**config.mk**
```make
export PLATFORM = sky130hd
export DESIGN_NAME = scpad_dram_write_drain
export DESIGN_NICKNAME = d
export VERILOG_FILES = /design/src/rtl/scpad_dram_write_drain.sv
export SDC_FILE = /design/constraint.sdc
export NUM_CORES = 2
export LEC_CHECK = 0
export BUFFER_PORTS_ARGS = -buffer_cell sky130_fd_sc_hd__buf_2
export CAP_MARGIN = 20
export CORE_AREA = 3 3 485 487
export DETAILED_ROUTE_END_ITERATION = 10
export DIE_AREA = 0 0 488 490
export SYNTH_ARGS = -nofsm -noshare
export SYNTH_HDL_FRONTEND = slang
export SYNTH_SLANG_ARGS = --single-unit
export TNS_END_PERCENT = 1
```
**constraint.sdc**
```tcl
create_clock -name CLK -period 2 [get_ports CLK]
set_input_delay 0.2 -clock CLK [delete_from_list [all_inputs] [get_ports CLK]]
set_output_delay 0.2 -clock CLK [all_outputs]
set_load 0.02 [all_outputs]
```
**src/rtl/scpad_dram_write_drain.sv**
```systemverilog
// Scratchpad DRAM write drain: splits one latched line write into beat-wide
// DRAM write beats and tracks un-acked bursts.
module scpad_dram_write_drain #(
  parameter int unsigned DRAM_ADDR_WIDTH = 32,
  parameter int unsigned LINE_BYTES      = 128,
  parameter int unsigned BEAT_BYTES      = 16,
  parameter int unsigned COL_IDX_WIDTH   = 8,
  parameter int unsigned MAX_OUTSTANDING = 4
) (
  input  logic                                   CLK,
  input  logic                                   nRST,
  input  logic                                   req_valid,
  input  logic [DRAM_ADDR_WIDTH-1:0]             req_addr,
  input  logic [COL_IDX_WIDTH-1:0]               req_num_bytes,
  input  logic [LINE_BYTES*8-1:0]                req_wdata,
  output logic                                   req_accepted,
  output logic                                   dram_wvalid,
  input  logic                                   dram_wready,
  output logic [DRAM_ADDR_WIDTH-1:0]             dram_waddr,
  output logic [BEAT_BYTES*8-1:0]                dram_wdata,
  output logic [BEAT_BYTES-1:0]                  dram_wstrb,
  output logic                                   dram_wlast,
  input  logic                                   dram_bvalid,
  output logic                                   dram_bready,
  output logic                                   wr_complete,
  output logic [$clog2(MAX_OUTSTANDING+1)-1:0]   outstanding,
  output logic                                   busy,
  output logic                                   err_unexpected_ack
);

  localparam int unsigned LINE_W = LINE_BYTES * 8;
  localparam int unsigned BEAT_W = BEAT_BYTES * 8;
  localparam int unsigned OUT_W  = $clog2(MAX_OUTSTANDING + 1);

  typedef enum logic {
    IDLE = 1'b0,
    SEND = 1'b1
  } state_t;

  state_t                     state;
  logic [LINE_W-1:0]          line_q;     // beats not yet presented, next beat in LSBs
  logic [COL_IDX_WIDTH-1:0]   rem_q;      // bytes remaining from the current beat on
  logic                       bready_q;

  logic [COL_IDX_WIDTH-1:0]   req_len_c;
  logic [COL_IDX_WIDTH-1:0]   rem_next_c;
  logic                       room_c;
  logic                       beat_fire_c;
  logic                       last_fire_c;
  logic                       ack_c;
  logic                       spurious_c;

  // Byte enables for a beat with `rem` valid bytes from its first byte onward.
  function automatic logic [BEAT_BYTES-1:0] strb_for(input logic [COL_IDX_WIDTH-1:0] rem);
    logic [BEAT_BYTES-1:0] s;
    s = '0;
    for (int unsigned i = 0; i < BEAT_BYTES; i++) begin
      s[i] = (COL_IDX_WIDTH'(i) < rem);
    end
    return s;
  endfunction

  // Effective request length: zero or oversize means a full line.
  always_comb begin
    req_len_c = req_num_bytes;
    if ((req_num_bytes == '0) || (req_num_bytes > COL_IDX_WIDTH'(LINE_BYTES))) begin
      req_len_c = COL_IDX_WIDTH'(LINE_BYTES);
    end
  end

  assign rem_next_c   = rem_q - COL_IDX_WIDTH'(BEAT_BYTES);
  assign room_c       = (outstanding < OUT_W'(MAX_OUTSTANDING));
  assign req_accepted = (state == IDLE) && req_valid && room_c;
  assign beat_fire_c  = dram_wvalid && dram_wready;
  assign last_fire_c  = beat_fire_c && dram_wlast;
  assign ack_c        = dram_bvalid && dram_bready && (outstanding != '0);
  assign spurious_c   = dram_bvalid && dram_bready && (outstanding == '0);
  assign dram_bready  = bready_q;
  assign busy         = (state != IDLE) || (outstanding != '0);

  // Request latch and beat sequencing; beat outputs advance only on handshake.
  always_ff @(posedge CLK or negedge nRST) begin
    if (!nRST) begin
      state       <= IDLE;
      line_q      <= '0;
      rem_q       <= '0;
      dram_wvalid <= 1'b0;
      dram_waddr  <= '0;
      dram_wdata  <= '0;
      dram_wstrb  <= '0;
      dram_wlast  <= 1'b0;
    end else begin
      case (state)
        IDLE: begin
          if (req_accepted) begin
            state       <= SEND;
            dram_wvalid <= 1'b1;
            dram_waddr  <= req_addr;
            dram_wdata  <= req_wdata[BEAT_W-1:0];
            dram_wstrb  <= strb_for(req_len_c);
            dram_wlast  <= (req_len_c <= COL_IDX_WIDTH'(BEAT_BYTES));
            rem_q       <= req_len_c;
            line_q      <= req_wdata >> BEAT_W;
          end
        end
        SEND: begin
          if (beat_fire_c) begin
            if (dram_wlast) begin
              state       <= IDLE;
              dram_wvalid <= 1'b0;
              dram_wlast  <= 1'b0;
              dram_wstrb  <= '0;
            end else begin
              dram_waddr <= dram_waddr + DRAM_ADDR_WIDTH'(BEAT_BYTES);
              dram_wdata <= line_q[BEAT_W-1:0];
              line_q     <= line_q >> BEAT_W;
              dram_wstrb <= strb_for(rem_next_c);
              dram_wlast <= (rem_next_c <= COL_IDX_WIDTH'(BEAT_BYTES));
              rem_q      <= rem_next_c;
            end
          end
        end
        default: state <= IDLE;
      endcase
    end
  end

  // Outstanding-burst accounting, completion pulse and spurious-ack flag.
  always_ff @(posedge CLK or negedge nRST) begin
    if (!nRST) begin
      bready_q           <= 1'b0;
      outstanding        <= '0;
      wr_complete        <= 1'b0;
      err_unexpected_ack <= 1'b0;
    end else begin
      bready_q    <= 1'b1;
      wr_complete <= ack_c;
      if (spurious_c) begin
        err_unexpected_ack <= 1'b1;
      end
      case ({last_fire_c, ack_c})
        2'b10:   outstanding <= outstanding + OUT_W'(1);
        2'b01:   outstanding <= outstanding - OUT_W'(1);
        default: outstanding <= outstanding;
      endcase
    end
  end

endmodule

```
==> qor.txt <==
Hold Crit Depth = 4
CTS Buffer Depth = 3
top layer in use = met5
clk_skew = 0.0522 ns
I/O Buffers = 1254
CTS sink cnt = 1089
critical path data required time = 2.68 ns
total CTS buffers = 135
Cell Rows = 177
final non-filler cell total = 10300
TritonCTS clock tree = done
worst hold start = req_valid
fin crit share = 114%
# DRC = 0
multi-input logic area = 19900 µm²
full die area = 239000 µm²
Starting Density = 20.9%
Post-synth ARST share = 100%
largest net degree at the start of global routing = 80
placer congestion estimate = 0.930
Skew-Pair Late Insertion Delay = 0.80 ns
drt initial violations = 3064
first-pass GRT wire length = 333000 µm
Pwr Density = 1450 nW/µm²
status = complete, but fails checks
reg-to-reg endpoint = line_q[829]
RSZ-0062 raised after global routing = yes
Net Count, Synth = 5657
Yosys Warn Count = 0
setup slack, reg-to-reg = -0.29 ns
crit-path max FO = 48
FF+latch area = 27300 µm²
vias after detailed routing = 45400
mapped cell area = 48500 µm²
hold endpoint = dram_wvalid
Clock Pin Slew Worst Setup and Hold Paths = 0.06 ns
Core ar. = 232000 µm²
failing checks = negative setup slack
Setup crit end kind = register
R2R cell count = 8
type of the worst setup path = register to register
max incr delay on CP = 0.48 ns
die extent in y = 490 µm
Post-DP HPWL = 182000 µm
Peak VDD IR = 0.839 mV
DR WL met2 = 99300 µm
Critical Path Most Common Cell = buf_12
Final Critical Period = 2.29 ns
setup TNS = -101.06 ns
Placed Cells = 8851
Top Ports = 1255
Horiz. Die Dim = 488 µm
Setup-failing EPs final = 866
WL met1 = 107000 µm
Static Leak = 37.6 nW
drt via density = 4.42
Worst Hold Class = input port to register
slowest CP cell = dfrtp_4
GRT Total Usage = 19.1%
fin nets = 8105
DR WL/cell = 23.0 µm
Post-synth EDFFs = 0
Critical R2R Launch = state
CTS Root Cell = clkbuf_16
Max Cap Viol = 0
First-pass DRT Iterations = 7
top-count cell post-synth = dfrtp_1
DRT Wirelength = 236000 µm
Pins Over Slew Limit = 0
synth cell count leaders = dfrtp_1 (1089), nand2_1 (955), o21ai_0 (915), mux2i_1 (906), clkbuf_1 (234)
Max Fclk = 438 MHz
# fillers = 23300
top cell type's share of synthesized area = 56.2%
Synth Instances = 4581
WL met3 = 17900 µm
Main synth FF type = dfrtp_1
setup ws final = -0.285 ns
Synth cell types = 58
Arr. time, crit path = 2.96 ns
post-route antenna net violation count = 0
largest area contributor in the netlist = dfrtp_1
antenna violations before repair = 152
final hold violation count = 0
share of layout cells above drive strength 1 = 25.8%
crit-path cells = or3b_4 > clkinv_8 > buf_6 > nor2_4 > buf_12 > buf_12 > buf_12 > a22o_1
Seq/Total Area, Yosys = 56.2%
Syn-to-layout area delta = 58.4%
synth top area cells = dfrtp_1 (56%), mux2i_1 (19%), o21ai_0 (9.4%)
H-Tree Depth = 4
vias in the first global route = 46400
CP Launch Type = register
total gr overflow = 0
Seq cells post-synth = 1089
syn avg cell area = 10.6 µm²
[layout make-up]
cell class	instances	area share, %
clock buffer	188	4.97
clock inverter	53	1.11
inverter	14	0.0863
sequential	1089	35.5
timing repair buffer	2660	27.3
tap	3043	4.95
multi-input combinational	3129	25.9
antenna	92	0.300
[routing by layer]
metal | vias to the layer above | global-route usage [%]
met4 | 56 | 8.83
met2 | 1833 | 27.8
li1 | 21100 | -
met3 | 486 | 4.47
met5 | - | 0
met1 | 22000 | 26.6
[flip-flops by register name, summed over array words and instances, names as in the netlist]
name	count
dram_bready	1
dram_waddr	32
dram_wdata	128
dram_wlast	1
dram_wstrb	16
dram_wvalid	1
err_unexpected_ack	1
line_q	896
outstanding	3
rem_q	8
state	1
wr_complete	1
[power breakdown]
group / leakage [nW] / internal (W) / switching, W
sequential: 13.8 / 0.0316 / 0.00781
clock: 2.24 / 0.0147 / 0.0109
combinational: 21.5 / 0.0207 / 0.0261
total: 37.6 / 0.0670 / 0.0448
[kinds of logic after synthesis]
| kind of cell | Yosys count | share of synthesized area (%) |
|---|---|---|
| AO/OA/AOI/OAI | 1142 | 13.1 |
| flip-flops | 1089 | 56.2 |
| AND/OR/NAND/NOR | 1068 | 8.63 |
| multiplexers | 906 | 18.7 |
| buffers and inverters | 363 | 3.11 |
| adder cells (fa/ha/maj) | 7 | 0.196 |
| XOR/XNOR | 5 | 0.0903 |
| other | 1 | 0.00773 |
[repair_timing]
item	in CTS	in global routing
hold endpoints to repair	2170	0
pin swaps	3	4
hold buffers	1070	0
gates resized for setup	79	134
cloned	5	2
buffers inserted	7	0
setup endpoints to repair	393	1018
[metrics by stage]
step                worst slack (ns)  cell area, µm²  utilization (%)  power, W  hold slack [ns]
finish                        -0.285           76900             33.1     0.112            0.130
detailed placement           -0.0645           60700             26.2    0.0830            0.171
floorplan                    -0.0557           48500                -    0.0637          -0.0956
global placement             -0.0333           60700             26.2    0.0816            0.168
CTS                           -0.306           76500             33.0     0.112           0.0107
global route                  -0.270           76700             33.1     0.119           0.0677
[placed cells by master, fill, tap and decap left out, drive strengths merged, types with 14 or more instances in the layout]
master and count:
dfrtp 1089, o22ai 20, o21ai 915, diode 92
a22o 128, clkinv 40, nor3 14, dlygate4sd3 1069
a21oi 34, mux2i 906, clkbuf 190, buf 1587
nand3 27, nor2 34, nand2 955
[critical path: cells and delay by family (launching register included)]
kind            cells  cell delay (ns)
buf+inv             5             0.80
simple gates        2             0.49
flops               1             0.48
compound gates      1             0.23
[worst max path at each step]
| stage | start | endpoint | slack, ns | cells past startpoint |
|---|---|---|---|---|
| final | state | line_q[829] | -0.29 | 8 |
| after global routing | state | req_accepted | -0.27 | 4 |
| after CTS | state | req_accepted | -0.31 | 4 |
| after detailed placement | state | line_q[118] | -0.06 | 7 |
| after global placement | state | line_q[302] | -0.03 | 7 |
| after floorplan | state | dram_waddr[11] | -0.06 | 9 |
Note: power is estimated with default switching activity, not from simulation.
